## src/rtl/rgb_mixer_pkg.sv

```systemverilog
// rtl/rgb_mixer_pkg.sv - shared constants and quadrature direction classifier
package rgb_mixer_pkg;

    localparam int LEVEL_WIDTH             = 8;
    localparam int DEFAULT_DEBOUNCE_CYCLES = 1000;

    typedef enum logic [1:0] {
        DIR_NONE = 2'd0,
        DIR_FWD  = 2'd1,
        DIR_REV  = 2'd2,
        DIR_ERR  = 2'd3
    } quad_dir_e;

    // Forward order of {a,b} is 00 -> 10 -> 11 -> 01 -> 00.
    function automatic quad_dir_e quad_classify(input logic [1:0] prev_ab,
                                                input logic [1:0] cur_ab);
        quad_dir_e dir;
        case ({prev_ab, cur_ab})
            4'b00_10, 4'b10_11, 4'b11_01, 4'b01_00: dir = DIR_FWD;
            4'b00_01, 4'b01_11, 4'b11_10, 4'b10_00: dir = DIR_REV;
            default: dir = (prev_ab == cur_ab) ? DIR_NONE : DIR_ERR;
        endcase
        return dir;
    endfunction

endpackage

```

## src/rtl/debounce_sync.sv

```systemverilog
// rtl/debounce_sync.sv - two-flop synchroniser plus stable-count debounce for one bit
module debounce_sync
    import rgb_mixer_pkg::*;
#(
    parameter int DEBOUNCE_CYCLES = DEFAULT_DEBOUNCE_CYCLES
) (
    input  logic clk,
    input  logic reset,
    input  logic raw,
    output logic debounced
);

    localparam int CNT_W = (DEBOUNCE_CYCLES > 2) ? $clog2(DEBOUNCE_CYCLES) : 1;
    localparam logic [CNT_W-1:0] CNT_LAST = CNT_W'(DEBOUNCE_CYCLES - 1);

    logic             sync_1;
    logic             sync_2;
    logic [CNT_W-1:0] stable_cnt;

    // Resynchronise the asynchronous pin into the clk domain.
    always_ff @(posedge clk) begin
        if (reset) begin
            sync_1 <= 1'b0;
            sync_2 <= 1'b0;
        end else begin
            sync_1 <= raw;
            sync_2 <= sync_1;
        end
    end

    // Accept a new value only after it has differed for DEBOUNCE_CYCLES consecutive cycles.
    always_ff @(posedge clk) begin
        if (reset) begin
            stable_cnt <= '0;
            debounced  <= 1'b0;
        end else if (sync_2 == debounced) begin
            stable_cnt <= '0;
        end else if (stable_cnt == CNT_LAST) begin
            stable_cnt <= '0;
            debounced  <= sync_2;
        end else begin
            stable_cnt <= stable_cnt + 1'b1;
        end
    end

endmodule

```

## src/rtl/quad_encoder_level.sv

```systemverilog
// rtl/quad_encoder_level.sv - rotary quadrature encoder to saturating/wrapping brightness level
module quad_encoder_level
    import rgb_mixer_pkg::*;
#(
    parameter int WIDTH           = LEVEL_WIDTH,
    parameter int DEBOUNCE_CYCLES = DEFAULT_DEBOUNCE_CYCLES,
    parameter int COUNTS_PER_STEP = 4,
    parameter int STEP            = 1,
    parameter bit SATURATE        = 1'b1,
    parameter int RESET_LEVEL     = 0
) (
    input  logic             clk,
    input  logic             reset,
    input  logic             enc_a,
    input  logic             enc_b,
    output logic [WIDTH-1:0] level,
    output logic             step_up,
    output logic             step_down,
    output logic             quad_err
);

    // Accumulator spans -4..+4 at most, so 4 signed bits are always enough.
    localparam int ACC_W = 4;
    localparam logic signed [ACC_W-1:0] ACC_ONE   = ACC_W'(1);
    localparam logic signed [ACC_W-1:0] ACC_FULL  = ACC_W'(COUNTS_PER_STEP);
    localparam logic signed [ACC_W-1:0] ACC_EMPTY = -ACC_FULL;
    localparam logic [WIDTH:0]          STEP_W    = (WIDTH + 1)'(STEP);
    localparam logic [WIDTH-1:0]        LEVEL_RST = WIDTH'(RESET_LEVEL);

    logic                    deb_a;
    logic                    deb_b;
    logic [1:0]              cur_ab;
    logic [1:0]              prev_ab;
    logic                    primed;
    logic signed [ACC_W-1:0] acc;
    logic signed [ACC_W-1:0] acc_next;
    quad_dir_e               dir;
    logic                    up_evt;
    logic                    dn_evt;
    logic                    err_evt;
    logic [WIDTH:0]          lvl_inc;
    logic [WIDTH:0]          lvl_dec;
    logic [WIDTH-1:0]        level_next;

    debounce_sync #(.DEBOUNCE_CYCLES(DEBOUNCE_CYCLES)) u_deb_a (
        .clk       (clk),
        .reset     (reset),
        .raw       (enc_a),
        .debounced (deb_a)
    );

    debounce_sync #(.DEBOUNCE_CYCLES(DEBOUNCE_CYCLES)) u_deb_b (
        .clk       (clk),
        .reset     (reset),
        .raw       (enc_b),
        .debounced (deb_b)
    );

    assign cur_ab = {deb_a, deb_b};

    // Classify the debounced transition and advance the detent accumulator.
    always_comb begin
        dir      = primed ? quad_classify(prev_ab, cur_ab) : DIR_NONE;
        acc_next = acc;
        up_evt   = 1'b0;
        dn_evt   = 1'b0;
        err_evt  = 1'b0;
        case (dir)
            DIR_FWD: acc_next = acc + ACC_ONE;
            DIR_REV: acc_next = acc - ACC_ONE;
            DIR_ERR: begin
                err_evt  = 1'b1;
                acc_next = '0;
            end
            default: acc_next = acc;
        endcase
        if (acc_next == ACC_FULL) begin
            up_evt   = 1'b1;
            acc_next = '0;
        end else if (acc_next == ACC_EMPTY) begin
            dn_evt   = 1'b1;
            acc_next = '0;
        end
    end

    // Next level in WIDTH+1 bits so the carry/borrow shows whether to clamp.
    always_comb begin
        lvl_inc    = {1'b0, level} + STEP_W;
        lvl_dec    = {1'b0, level} - STEP_W;
        level_next = level;
        if (up_evt) begin
            if (SATURATE && lvl_inc[WIDTH]) begin
                level_next = '1;
            end else begin
                level_next = lvl_inc[WIDTH-1:0];
            end
        end else if (dn_evt) begin
            if (SATURATE && lvl_dec[WIDTH]) begin
                level_next = '0;
            end else begin
                level_next = lvl_dec[WIDTH-1:0];
            end
        end
    end

    // Decoder history: the first cycle out of reset only captures the resting position.
    always_ff @(posedge clk) begin
        if (reset) begin
            prev_ab <= 2'b00;
            primed  <= 1'b0;
            acc     <= '0;
        end else begin
            prev_ab <= cur_ab;
            primed  <= 1'b1;
            acc     <= acc_next;
        end
    end

    // Registered level and event pulses.
    always_ff @(posedge clk) begin
        if (reset) begin
            level     <= LEVEL_RST;
            step_up   <= 1'b0;
            step_down <= 1'b0;
            quad_err  <= 1'b0;
        end else begin
            level     <= level_next;
            step_up   <= up_evt;
            step_down <= dn_evt;
            quad_err  <= err_evt;
        end
    end

endmodule

```

## config.mk

```make
export PLATFORM = sky130hd
export DESIGN_NAME = quad_encoder_level
export DESIGN_NICKNAME = d
export VERILOG_FILES = /design/src/rtl/rgb_mixer_pkg.sv /design/src/rtl/debounce_sync.sv /design/src/rtl/quad_encoder_level.sv
export SDC_FILE = /design/constraint.sdc
export NUM_CORES = 1
export LEC_CHECK = 0
export ABC_AREA = 1
export BUFFER_PORTS_ARGS = -buffer_cell sky130_fd_sc_hd__buf_2
export CAP_MARGIN = 20
export CORE_MARGIN = 3
export CORE_UTILIZATION = 60
export DETAILED_ROUTE_END_ITERATION = 16
export PLACE_DENSITY_LB_ADDON = 0.25
export RECOVER_POWER = 50
export SETUP_SLACK_MARGIN = 0.4
export SLEW_MARGIN = 25
export SYNTH_ARGS = -nofsm -noshare
export SYNTH_HDL_FRONTEND = slang
export SYNTH_SLANG_ARGS = --single-unit
```

## constraint.sdc

```tcl
create_clock -name clk -period 2.9 [get_ports clk]
set_input_delay 0.29 -clock clk [delete_from_list [all_inputs] [get_ports clk]]
set_output_delay 0.29 -clock clk [all_outputs]
set_load 0.1 [all_outputs]
```

Word-level counts from Yosys, hierarchy flattened
Cells that the tools add are included.
Widths: inputs -> output; s select.
{ "word_totals": {"ff_bits": 44, "inputBits": 4, "output_inout_bits": 11, "wordCells": 62} }
{ "classes": {"add_sub_neg": 6, "n_eq_ne": 18, "muxes": 13, "bitwise": 2, "reduce_logical": 8} }
{ "op_table": {"columns": ["cell", "n"], "rows": [
  ["$mux 8", 4],
  ["$add 10x1->10 const B", 2],
  ["$eq 10x10->1 const B", 2],
  ["$eq 4x4->1 const B", 5],
  ["$eq 4x3->1 const B", 3],
  ["$pmux 4 s3", 1],
  ["$add 8x1->9 const B", 1],
  ["$reduce_or 3->1", 3],
  ["$sub 8x1->9 const B", 1],
  ["$reduce_or 4->1", 2],
  ["$mux 1", 5],
  ["$add 4x2->4 const B", 1],
  ["$eq 2x2->1 const B", 2],
  ["$eq 4x1->1 const B", 1],
  ["$eq 4x2->1 const B", 1],
  ["$mux 2", 2],
  ["$pmux 2 s2", 1],
  ["$reduce_and 2->1", 2],
  ["$sub 4x2->4 const B", 1],
  ["$eq 1x1->1", 2],
  ["$eq 2x1->1 const B", 1],
  ["$eq 2x2->1", 1],
  ["$not 1->1", 2],
  ["$reduce_bool 2->1", 1]
]} }

Depth between registers and ports, before layout
{ "logic_depth": {"depth_word": 11, "ltp_mapped": 18, "depth_no_buf": 17} }

Cells and area by module
From an unflattened synthesis, not the netlist that was laid out.
{ "unflattened": {"hier_cells": 386, "hier_area_um2": 2663.8} }
{ "modules_own_cells": {"columns": ["mod", "n_inst", "cells_per_inst", "area_per_inst_um2", "seq_area_each_um2"], "rows": [
  ["quad_encoder_level", 1, 210, 1405.1, 360.3],
  ["debounce_sync", 2, 88, 629.4, 260.2]
]} }

Worst setup path after synthesis
No wires, ideal clock.
{ "synth_path": {"path_type": "register to register", "startpoint": "register u_deb_b.debounced", "endpoint": "register level[4]", "setup_ps": 109, "arrival_ps": 2238, "t_required_ps": 2791, "slack_ps": 554, "path_stages_with_launch": 17, "n_path_buf": 1, "synth_period_minus_slack_ps": 2346, "cell_sequence": "dfxtp_1 xor2_1 o21ai_0 nor2_1 inv_1 ha_1 fa_1 nand2_2 nand2_2 nor2_4 nand2_4 inv_4 buf_6 nand3_1 nand3_1 nand2_1 inv_1"} }
{ "synth_via": {"elab_chain_len": 10, "word_cells_on_any_way": 25, "cone_classes": "eq/ne: 14; mux: 8; reduce/logical: 3"} }
{ "synth_lines": {"columns": ["element", "line", "source"], "rows": [
  ["from (decl)", "debounce_sync.sv:10", "output logic debounced"],
  ["from (signal assigned)", "debounce_sync.sv:40", "debounced <= sync_2;"],
  ["$eq 4x1->1, or another cell as far along", "rgb_mixer_pkg.sv:18", "case ({prev_ab, cur_ab})"],
  ["$reduce_or 4->1 / $mux 2 (equally long branches)", "rgb_mixer_pkg.sv:18, rgb_mixer_pkg.sv:21", null],
  ["$pmux 2 s2 (*)", "rgb_mixer_pkg.sv:18", null],
  ["$mux 2 (*)", "quad_encoder_level.sv:63", "dir = primed ? quad_classify(prev_ab, cur_ab) : DIR_NONE;"],
  ["$eq 2x2->1 / $eq 2x1->1 (equally long branches)", "quad_encoder_level.sv:68", "case (dir)"],
  ["$pmux 4 s3 (*)", "quad_encoder_level.sv:68", null],
  ["$eq 4x3->1", "quad_encoder_level.sv:80", "end else if (acc_next == ACC_EMPTY) begin"],
  ["$mux 1", "quad_encoder_level.sv:80", null],
  ["$mux 1", "quad_encoder_level.sv:77", "if (acc_next == ACC_FULL) begin"],
  ["$reduce_bool 2->1 (no line)", null, null],
  ["to (signal assigned)", "quad_encoder_level.sv:127", "level <= level_next;"],
  ["to (decl)", "quad_encoder_level.sv:16", "output logic [WIDTH-1:0] level,"]
]} }
Mark *: on every way between the ends. The rest lies on a longest branch, timed or not.
A chain may end at the register's enable or synchronous reset.

Worst setup path after layout
{ "layout_path": {"startpoint": "register u_deb_a.debounced", "endpoint": "register level[1]"} }
{ "layout_via": {"elab_chain_len": 10, "word_cells_on_any_way": 25, "cone_classes": "eq/ne: 14; mux: 8; reduce/logical: 3"} }
{ "layout_lines": {"columns": ["element", "line"], "rows": [
  ["from (decl)", "debounce_sync.sv:10"],
  ["from (signal assigned)", "debounce_sync.sv:40"],
  ["$eq 4x1->1, or another cell as far along", "rgb_mixer_pkg.sv:18"],
  ["$reduce_or 4->1 / $mux 2 (equally long branches)", "rgb_mixer_pkg.sv:18, rgb_mixer_pkg.sv:21"],
  ["$pmux 2 s2 (*)", "rgb_mixer_pkg.sv:18"],
  ["$mux 2 (*)", "quad_encoder_level.sv:63"],
  ["$eq 2x2->1 / $eq 2x1->1 (equally long branches)", "quad_encoder_level.sv:68"],
  ["$pmux 4 s3 (*)", "quad_encoder_level.sv:68"],
  ["$eq 4x3->1", "quad_encoder_level.sv:80"],
  ["$mux 1", "quad_encoder_level.sv:80"],
  ["$mux 1", "quad_encoder_level.sv:77"],
  ["$reduce_bool 2->1 (no line)", null]
]} }
Marks and branches as above.

==> results.py <==
metrics = {
    "run_status": {
        "outcome": "completed",
    },
    "critical_path": {
        "r2r_start": "u_deb_a.debounced",
        "worst-endpoint-arrival_ps": 2700,
        "critical_path_class": "reg -> reg",
        "crit_required_ps": 3080,
        "reg2regPathDepth": 13,
        "crit_top_cell": "nand2_2",
        "crit_slowest_cell": "fa_2",
        "start_kind": "register",
        "cpPeakStageDelay_ps": 440,
        "crit_fanout": 5,
        "end_kind": "register",
        "reg2reg_setup_slack_ps": 380,
        "path_cells": "xor2_2 > inv_1 > nor2_1 > nor2_2 > ha_4 > fa_2 > nand2_2 > nand2_2 > nor2_4 > nand2_4 > clkbuf_2 > nor3_1 > o21ai_1",
        "r2r_end": "level[1]",
    },
    "global_route": {
        "grt_first_pass_wirelength_mm": 7.45,
        "grt_start_max_net_pins": 16,
        "gr-total-overflow": 0,
        "gr-usage-met1_pct": 28.5,
        "globalRouteMet2Util_pct": 31.8,
        "grt_pass1_vias": 1745,
        "track_usage_pct": 20.8,
        "antenna_found_initial": 0,
        "grt_use_met3_pct": 5.19,
        "grt.busiest_layer": "met2",
    },
    "layout": {
        "antenna_cells": 0,
        "final_cells": 418,
        "area_growth_pct": 16.6,
        "fin_nets": 383,
        "final_area_um2": 2750,
        "drive_gt1_share_pct": 15.4,
    },
    "synth": {
        "synth_fp_nets": 359,
        "synth-seq-cells": 44,
        "async_reset_ff_share_pct": 0,
        "synth_cell_type_count": 31,
        "synthCells": 345,
        "synth_ff_type": "dfxtp_1",
        "synth-warning-count": 0,
        "synth_edf_count": 0,
        "ys_seq_area_share_pct": 37.4,
        "syn_area_um2": 2350,
        "avgSynthCellArea_um2": 6.83,
    },
    "clock_tree": {
        "hold_buffers": 0,
        "cts_max_level": 2,
        "cts_buffers": 5,
        "cts.sinks": 44,
        "root_buffer": "clkbuf_8",
        "clkLatencyLatePin_ps": 290,
        "clk_pin_slew_ps": 90,
        "cts_tree": "done",
        "clockBufferDepth": 2,
    },
    "die": {
        "dieArea_um2": 4710,
        "core_area_um2": 3720,
        "fp.dieH_um": 68.6,
        "start_util_pct": 63.4,
        "num_io_pins": 15,
        "fp-row-count": 22,
        "dieWidth_um": 68.6,
    },
    "sta": {
        "period_needed_ps": 2520,
        "slew_violations": 0,
        "clock_skew_ps": 7.35,
        "fmax_mhz": 397,
        "worst_slack_ps": 379,
        "slew_headroom_pct": 22.9,
        "fin_setup_tns_ps": 0,
        "hold_viol": 0,
        "fin_crit_sh_pct": 86.9,
        "rsz0062_at_grt": "yes",
        "tightest_slew_ps": 1160,
        "report.final.setup_viol": 0,
    },
    "hold_path": {
        "holdPathStages": 3,
        "hold_path_end": "u_deb_b.sync_1",
        "hp-start": "enc_b",
        "min_path_type": "in -> reg",
    },
    "place": {
        "place.gp.congestion": 0.921,
        "io_buffers": 14,
        "post-place-ws_ps": 319,
        "dpl-instance-area_um2": 2450,
        "dp_cells": 401,
        "place_hpwl_mm": 3.20,
    },
    "drt": {
        "vias_per_cell": 5.19,
        "drc_errors": 0,
        "postRouteAntennaNets": 0,
        "first_iter_violations": 142,
        "first_pass_iters": 4,
        "drt-wirelength-per-cell_um": 11.7,
        "drt_wl_total_mm": 4.88,
        "vias": 2171,
    },
    "pwr": {
        "p_sw_share_pct": 20.3,
        "power_frac_clock_pct": 44.1,
        "p_total_mw": 1.12,
        "power.switching_mw": 0.227,
        "power_frac_seq_pct": 54.3,
        "p_per_area_nw_per_um2": 408,
        "power_frac_comb_pct": 1.6,
        "cellLeakagePower_nw": 1.23,
        "irDropWorstVdd_mv": 0.360,
        "p_int_mw": 0.893,
    },
    "flow_run": {
        "cap_violations": 0,
    },
}
-- layout by cell type (no fill, tap or decap), types with 2 or more instances in the layout --
master,synthesis,final
dfxtp_4,0,2
nand3_1,30,28
nand3_2,1,2
buf_2,0,8
nor2_2,3,5
ha_1,9,8
dfxtp_1,44,41
clkbuf_1,2,6
clkbuf_8,0,6
inv_1,51,50
nand4_1,10,10
nor2_4,1,2
o21ai_2,1,2
nor3_2,2,2
o21ai_0,15,14
nor2_1,46,43
a21oi_1,19,18
inv_2,1,2
nand2_2,4,3
nand2_4,1,2
xor2_2,0,4
nor3_1,10,10
xor2_1,6,2
xnor2_1,2,2
buf_4,2,6
nand2_1,73,73
o21ai_1,4,4
-- cell type report --
| class | count | area (um2) |
|---|---|---|
| repair buffers | 22 | 133 |
| clock inverters | 2 | 38.8 |
| clock buffers | 6 | 82.6 |
| flip-flops and latches | 44 | 890 |
| well taps | 48 | 60.1 |
| multi-input cells | 242 | 1320 |
| repair inverters | 1 | 8.76 |
| inverters | 53 | 211 |
| fillers | 292 | 970 |
-- how the worst max path moves through the flow --
stage | endpoint | slack (ps) | start
after detailed placement | level[3] | 320 | u_deb_b.debounced
final | level[1] | 380 | u_deb_a.debounced
after global routing | level[1] | 230 | prev_ab[0]
after global placement | level[0] | 390 | u_deb_a.debounced
after floorplan | level[4] | 550 | u_deb_b.debounced
after CTS | level[3] | 430 | u_deb_b.debounced
-- layer usage --
metal	wire [um]	vias to the layer above
li1	-	1145
met1	2160	960
met2	2350	59
met3	312	7
met4	53	0
met5	0	-
-- worst max-delay path: cells and delay by family, from the launching register on --
family / cells / cell delay, ps
AOI/OAI and AO/OA: 1 / 120
xor gates and xnor gates: 1 / 180
adders and majority gates: 2 / 640
buffers and inverters: 2 / 220
DFF: 1 / 370
and+or+nand+nor: 7 / 870
-- cells in the mapped netlist (2+ instances only) --
cell,count,area share [%]
a21oi_1,19,4.0
buf_4,2,0.64
clkbuf_1,2,0.32
dfxtp_1,44,37
ha_1,9,4.8
inv_1,51,8.1
nand2_1,73,12
nand2_2,4,1.1
nand3_1,30,6.4
nand4_1,10,2.7
nor2_1,46,7.3
nor2_2,3,0.80
nor3_1,10,2.1
nor3_2,2,0.85
o21ai_0,15,3.2
o21ai_1,4,0.85
xnor2_1,2,0.74
xor2_1,6,2.2
-- power by group through the flow --
stage | combinational, mW | sequential, mW | clock (mW)
after floorplan | 0.0131 | 0.623 | 0
after global routing | 0.0212 | 0.609 | 0.528
after global placement | 0.0172 | 0.624 | 0
after CTS | 0.0179 | 0.609 | 0.500
final | 0.0182 | 0.608 | 0.494
after detailed placement | 0.0178 | 0.624 | 0
-- sequential cells by signal (all words and copies together) (netlist names), 2 cells and up --
| signal | count |
|---|---|
| u_deb_b.stable_cnt | 10 |
| acc | 4 |
| u_deb_a.stable_cnt | 10 |
| level | 8 |
| prev_ab | 2 |
-- cells by family (layout without fill, tap and decap cells) --
| logic type | Yosys count | after routing | share of synthesized area [%] |
|---|---|---|---|
| AO/OA/AOI/OAI | 40 | 40 | 8.77 |
| adder cells (fa/ha/maj) | 10 | 10 | 5.63 |
| buffers and inverters | 59 | 84 | 10.1 |
| flip-flops | 44 | 44 | 37.4 |
| AND/OR/NAND/NOR | 184 | 184 | 35.1 |
| XOR/XNOR | 8 | 8 | 2.98 |
-- metrics by stage --
stage                     hold slack, ps  utilization, %
final                                193            73.9
after global routing                 194            73.9
after CTS                            188            69.6
after detailed placement             397            65.9
after global placement               390            65.9
after floorplan                      367               -
-- repair_timing --
item	in CTS	in global routing
pin swaps	0	6
setup endpoints to repair	12	14
hold endpoints to repair	0	0
gates resized for setup	5	23
gates cloned	0	1
setup buffers	0	8
Power figures use the tool's default switching activity.
